## src/rtl/rf_pkg.sv

```systemverilog
// Shared types and constants for the register file writeback path.
// Entry layout and scoreboard counter width live here.
package rf_pkg;

  localparam int DATA_W = 8;
  localparam int ADDR_W = 2;
  localparam int NREG   = 4;

  typedef struct packed {
    logic [ADDR_W-1:0] rd;
    logic [DATA_W-1:0] data;
  } wb_entry_t;

  typedef logic [1:0] pend_cnt_t;

endpackage

```

## src/rtl/wb_fifo.sv

```systemverilog
// Writeback buffer: synchronous FIFO of wb_entry_t.
// Two ordered push slots (push1 only with push0) and one pop per cycle.
module wb_fifo
  import rf_pkg::*;
#(
  parameter int DEPTH = 4
) (
  input  logic                   clk,
  input  logic                   rst,
  input  logic                   push0_i,
  input  logic                   push1_i,
  input  wb_entry_t              din0_i,
  input  wb_entry_t              din1_i,
  input  logic                   pop_i,
  output wb_entry_t              head_o,
  output logic [$clog2(DEPTH):0] count_o
);

  localparam int PW = $clog2(DEPTH);

  wb_entry_t     mem_q [DEPTH];
  logic [PW-1:0] wptr_q, wptr_d, wptr1;
  logic [PW-1:0] rptr_q, rptr_d;
  logic [PW:0]   cnt_q, cnt_d;

  always_comb begin
    wptr1  = wptr_q + PW'(1);
    wptr_d = wptr_q + PW'(push0_i) + PW'(push1_i);
    rptr_d = rptr_q + PW'(pop_i);
    cnt_d  = cnt_q + (PW+1)'(push0_i)
           + (PW+1)'(push1_i) - (PW+1)'(pop_i);
  end

  always_ff @(posedge clk) begin
    if (rst) begin
      wptr_q <= '0;
      rptr_q <= '0;
      cnt_q  <= '0;
    end else begin
      wptr_q <= wptr_d;
      rptr_q <= rptr_d;
      cnt_q  <= cnt_d;
    end
  end

  always_ff @(posedge clk) begin
    if (push0_i) mem_q[wptr_q] <= din0_i;
    if (push1_i) mem_q[wptr1]  <= din1_i;
  end

  assign head_o  = mem_q[rptr_q];
  assign count_o = cnt_q;

endmodule

```

## src/rtl/regfile_wb_ctrl.sv

```systemverilog
// Register file writer: buffers ALU/load results, drains one per cycle,
// tracks pending writes per register. Optional checker: REGFILE_WB_CHECK_EN.
module regfile_wb_ctrl
  import rf_pkg::*;
#(
  parameter int DEPTH = 4
) (
  input  logic                   clk,
  input  logic                   rst,
  input  logic                   ld_valid,
  output logic                   ld_ready,
  input  logic [ADDR_W-1:0]      ld_rd,
  input  logic [DATA_W-1:0]      ld_data,
  input  logic                   alu_valid,
  output logic                   alu_ready,
  input  logic [ADDR_W-1:0]      alu_rd,
  input  logic [DATA_W-1:0]      alu_data,
  input  logic                   rsv_valid,
  input  logic [ADDR_W-1:0]      rsv_rd,
  output logic                   rsv_ready,
  output logic                   rf_we,
  output logic [ADDR_W-1:0]      rf_rd,
  output logic [DATA_W-1:0]      rf_din,
  output logic [NREG-1:0]        pend,
  output logic [$clog2(DEPTH):0] count
`ifdef REGFILE_WB_CHECK_EN
  ,
  output logic                   err
`endif
);

  localparam int CW = $clog2(DEPTH) + 1;

  logic      ld_acc, alu_acc;
  logic      push0, push1, pop;
  wb_entry_t din0, din1, head;
  logic      rsv_acc;
  logic [NREG-1:0] inc, dec;
  pend_cnt_t cnt_q [NREG];
  pend_cnt_t cnt_d [NREG];

  // Load gets the last free slot; ALU needs two unless load is idle.
  assign ld_ready  = count < CW'(DEPTH);
  assign alu_ready = (count <= CW'(DEPTH - 2))
                   | (ld_ready & ~ld_valid);

  assign ld_acc  = ld_valid & ld_ready;
  assign alu_acc = alu_valid & alu_ready;

  always_comb begin
    push0 = ld_acc | alu_acc;
    push1 = ld_acc & alu_acc;
    din1  = '{rd: alu_rd, data: alu_data};
    din0  = ld_acc ? '{rd: ld_rd, data: ld_data} : din1;
  end

  wb_fifo #(.DEPTH(DEPTH)) u_fifo (
    .clk     (clk),
    .rst     (rst),
    .push0_i (push0),
    .push1_i (push1),
    .din0_i  (din0),
    .din1_i  (din1),
    .pop_i   (pop),
    .head_o  (head),
    .count_o (count)
  );

  assign pop    = count != '0;
  assign rf_we  = pop;
  assign rf_rd  = pop ? head.rd : '0;
  assign rf_din = pop ? head.data : '0;

  assign rsv_ready = cnt_q[rsv_rd] != 2'd3;
  assign rsv_acc   = rsv_valid & rsv_ready;

  always_comb begin
    for (int i = 0; i < NREG; i++) begin
      inc[i]   = rsv_acc && (rsv_rd == ADDR_W'(i));
      dec[i]   = pop && (head.rd == ADDR_W'(i))
               && (cnt_q[i] != 2'd0);
      cnt_d[i] = cnt_q[i];
      if (inc[i] && !dec[i])
        cnt_d[i] = cnt_q[i] + 2'd1;
      else if (dec[i] && !inc[i])
        cnt_d[i] = cnt_q[i] - 2'd1;
      pend[i]  = cnt_q[i] != 2'd0;
    end
  end

  always_ff @(posedge clk) begin
    for (int i = 0; i < NREG; i++) begin
      if (rst) cnt_q[i] <= '0;
      else     cnt_q[i] <= cnt_d[i];
    end
  end

`ifdef REGFILE_WB_CHECK_EN
  logic err_q, err_d;

  always_comb begin
    err_d = err_q;
    if (pop && cnt_q[head.rd] == 2'd0) err_d = 1'b1;
    if (rsv_valid && !rsv_ready)       err_d = 1'b1;
  end

  always_ff @(posedge clk) begin
    if (rst) err_q <= 1'b0;
    else     err_q <= err_d;
  end

  assign err = err_q;
`endif

endmodule
```

## config.mk

```make
export PLATFORM = sky130hd
export DESIGN_NAME = regfile_wb_ctrl
export DESIGN_NICKNAME = d
export VERILOG_FILES = /design/src/rtl/rf_pkg.sv /design/src/rtl/wb_fifo.sv /design/src/rtl/regfile_wb_ctrl.sv
export SDC_FILE = /design/constraint.sdc
export NUM_CORES = 1
export LEC_CHECK = 0
export CAP_MARGIN = 10
export CORE_ASPECT_RATIO = 0.9
export CORE_MARGIN = 10
export CORE_UTILIZATION = 45
export CTS_BUF_LIST = sky130_fd_sc_hd__clkbuf_8
export CTS_CLUSTER_SIZE = 8
export DETAILED_ROUTE_END_ITERATION = 8
export GPL_TIMING_DRIVEN = 0
export PLACE_DENSITY = 0.69
export RECOVER_POWER = 50
export SLEW_MARGIN = 20
export SYNTH_ARGS = -nofsm -noshare
export SYNTH_HDL_FRONTEND = slang
export SYNTH_SLANG_ARGS = --single-unit
```

## constraint.sdc

```tcl
create_clock -name clk -period 5.95 [get_ports clk]
set_input_delay 0.8925 -clock clk [delete_from_list [all_inputs] [get_ports clk]]
set_output_delay 0.8925 -clock clk [all_outputs]
set_load 0.02 [all_outputs]
```

==> summary.md <==
| Metric | Value |
|---|---|
| Core area | `6590 sq um` |
| Non-Filler Instances | `364` |
| Adder-cell area share of the yosys netlist | `0.0484` |
| Io pins | `48` |
| Leak | `around 1.4 nW` |
| Worst Path Required | `slightly above 5000 ps` |
| Maximum VDD drop | `174 uV` |
| Synthesized net count | `between 200 and 300` |
| # port buffers | `between 40 and 50` |
| Die area | `10500 sq um` |
| Path type of the worst setup path | `reg -> out` |
| Skew-Pair Late Insertion Delay | `310 ps` |
| Critical Path End Type | `output port` |
| CTS Sinks | `55` |
| TritonRoute pass-1 iters | `4` |
| Gpl congestion | `0.704` |
| Proportion of power drawn by combinational gates | `0.529` |
| Synth cell types | `37` |
| Syn_area_per_cell | `14.2 sq um` |
| Mapped Area | `3050 sq um` |
| H-tree levels | `2` |
| Worst-path fanout max | `10` |
| Final Hold Fails | `0` |
| Post-Synth XOR/XNOR Area | `0.0316` |
| Post-CTS setup buffer count | `0` |
| Die W | `roughly 110 um` |
| Fraction of layout cells with a size suffix above 1 | `0.255` |
| Routing usage on met1 | `0.147` |
| Post-synthesis mux area share | `0.241` |
| Worst path arrival time | `2720 ps` |
| GRT overflow | `0` |
| Final Cycle Share | `0.608` |
| Final Max Slew Viols | `0` |
| Post-route setup TNS | `0 ps` |
| DRC | `0` |
| Area Overhead vs Synth | `21.1%` |
| Ant diodes | `0` |
| Drt initial violations | `74` |
| First-pass GRT wire length | `9950 um` |
| Initial core utilization | `0.463` |
| Int Power | `0.00110 W` |
| Synth top area share | `0.394` |
| Min Clock Period, post-route | `~3600 ps` |
| Routed len/inst | `16.8 um` |
| M3 GR Usage | `0.0256` |
| Clk pwr share | `0.117` |
| Fmax | `roughly 280 MHz` |
| DR vias | `1903` |
| Met2 Use GR | `0.199` |
| FF+latch count, synth | `55` |
| Seq pwr share | `0.354` |
| Synth area leader | `edfxtp_1` |
| Busiest grt layer | `met2` |
| Antenna Violating Nets Remaining | `0` |
| Nets | `310` |
| Simple-gate share of the synthesized area | `0.0980` |
| Top cells by area, synth | `edfxtp_1 (39%), mux2_2 (11%), dfxtp_1 (9.8%)` |
| CTS clock-pin slew for the worst setup and hold paths | `about 90 ps` |
| Vias per cell | `5.23` |
| CP Launch Type | `register` |
| Slowest cell on the critical path | `clkbuf_1` |
| Hold buffers post-CTS | `0` |
| Core Util, Final | `0.561` |
| # resized after CTS | `0` |
| Hold Crit Class | `reg -> reg` |
| Clk root buf | `clkbuf_8` |
| Vias in the first global route | `1944` |
| Switch share | `0.363` |
| Net switching power | `0.000625 W` |
| Register area share after synthesis | `0.492` |
| WP buf/inv | `2` |
| Dpl cells | `356` |
| GRT Overall Usage | `0.119` |
| Total power | `between 0.0015 and 0.002 W` |
| Inserted Clock Buffers | `5` |
| CP max stage delay | `650 ps` |
| Dpl hpwl | `4600 um` |
| CTS tree | `yes` |
| Max Cap Viol | `0` |
| Hold WS | `500 ps` |
| Fillers | `587` |
| Max Clock Skew | `11.8 ps` |
| Yosys synthesis warning count | `0` |
| CP Cell Sequence | `clkbuf_1 > mux4_2 > and2_0 > clkdlybuf4s50_1` |
| PwrDens | `466 nW/um^2` |
| Synth Instances | `215` |
| Initial antenna violation count | `0` |
| Height of the die | `98.1 um` |
| Std cell rows | `28` |
| Max-slew headroom | `0.0862` |
| CP top delay family | `buffers and inverters` |
| Main combinational cell family by area after synthesis | `multiplexers` |
| Compound-Gate Fraction of Synth Area | `0.0648` |
| RSZ-0062 raised after global routing | `false` |
| Finish-stage setup viols | `0` |
| Clk buf depth | `2` |
| Worst-Margin Slew | `approximately 1400 ps` |
| Status | `finished, final reports clean` |
| Largest net degree at the start of global routing | `18` |
| Overall routed net length | `6120 um` |
==> worst register-to-register path: cells and delay by family (launching register included) <==
kind            cells  cell delay (ps)
simple gates        2              340
fa+ha+maj           4             1380
flops               1              420
compound gates      1              640
buf+inv             2              180
==> cells in the final DEF, fill, tap and decap left out, types with 3 or more instances in the layout <==
cell type	count
dlygate4sd3_1	10
nor2b_1	3
dfxtp_1	15
or3_1	5
inv_1	8
and2_1	9
buf_4	4
clkdlybuf4s50_1	37
clkbuf_1	4
edfxtp_1	40
a21oi_1	6
clkbuf_8	5
fa_1	3
o21ai_0	6
mux2_2	28
xor2_1	9
ha_1	7
or2_2	5
a31oi_1	3
mux4_2	11
nand2_1	5
mux2_4	10
nor2_1	10
==> metal layers <==
layer / routed length [um] / up-vias
li1: - / 931
met1: 2670 / 930
met5: 0 / -
met4: 109 / 0
met2: 3160 / 34
met3: 186 / 8
==> worst paths after layout <==
kind	from	to	slack, ps	cells after the start
max	u_fifo.rptr_q[0]	rf_rd[1]	2330	4
min	cnt_q[1][1]	cnt_q[1][1]	500	2
max reg2reg	u_fifo.count_o[2]	u_fifo.count_o[1]	2870	9
min reg2reg	cnt_q[1][1]	cnt_q[1][1]	500	2
==> registers in the layout, indices dropped and copies added (netlist names) <==
register / count
u_fifo.mem_q: 40
cnt_q: 8
u_fifo.count_o: 3
u_fifo.rptr_q: 2
u_fifo.wptr_q: 2
==> synth_stat cells <==
library cell / instances
edfxtp_1: 40
a32oi_1: 1
and2b_1: 1
and4b_1: 2
o21ai_0: 6
a21o_1: 1
xor2_1: 9
dfxtp_1: 15
buf_6: 2
nor2_1: 10
o31ai_1: 2
and2_1: 11
or3_1: 5
nand3_1: 2
a31o_1: 1
clkbuf_1: 2
buf_2: 2
xnor2_1: 2
nor2b_1: 3
or2_2: 5
mux2_4: 10
nand3b_1: 2
nand2_1: 5
inv_1: 7
nand2b_2: 1
nor4bb_1: 1
and4_1: 1
fa_1: 3
a21boi_4: 1
mux4_2: 11
nand4_1: 2
a21oi_1: 6
buf_4: 1
a31oi_4: 3
ha_1: 7
mux2_2: 30
a211oi_1: 2
==> layout make-up <==
class,instances,area [sq um],share of cell area
buffer,7,32.5,0.00880
clock buffer,5,68.8,0.0186
inverter,7,26.3,0.00711
clock inverter,3,21.3,0.00576
timing repair buffer,51,504,0.136
multi-input combinational,146,1430,0.386
sequential,55,1500,0.406
tap,90,113,0.0305
==> through the flow <==
step	setup WS [ps]	area (sq um)
global route	2120	3690
global placement	2120	3630
floorplan	3140	3050
finish	2330	3690
CTS	2530	3780
detailed placement	2540	3690
==> power groups by stage <==
stage | combinational, W | clock, W | sequential [W]
2_1_floorplan | 0.000619 | 0 | 0.000619
3_3_place_gp | 0.000929 | 0 | 0.000623
3_5_place_dp | 0.000970 | 0 | 0.000623
4_1_cts | 0.000975 | 0.000211 | 0.000614
5_1_grt | 0.000993 | 0.000224 | 0.000624
6_report | 0.000910 | 0.000202 | 0.000609
==> kinds of logic (layout without fill, tap and decap cells) <==
kind of cell / Yosys count / after routing
AOI/OAI and AO/OA: 23 / 23
xor gates and xnor gates: 11 / 11
adders and majority gates: 10 / 10
buffers and inverters: 14 / 73
DFF: 55 / 55
muxes: 51 / 51
and+or+nand+nor: 51 / 51
No activity file was read; power rests on OpenSTA's default activity.
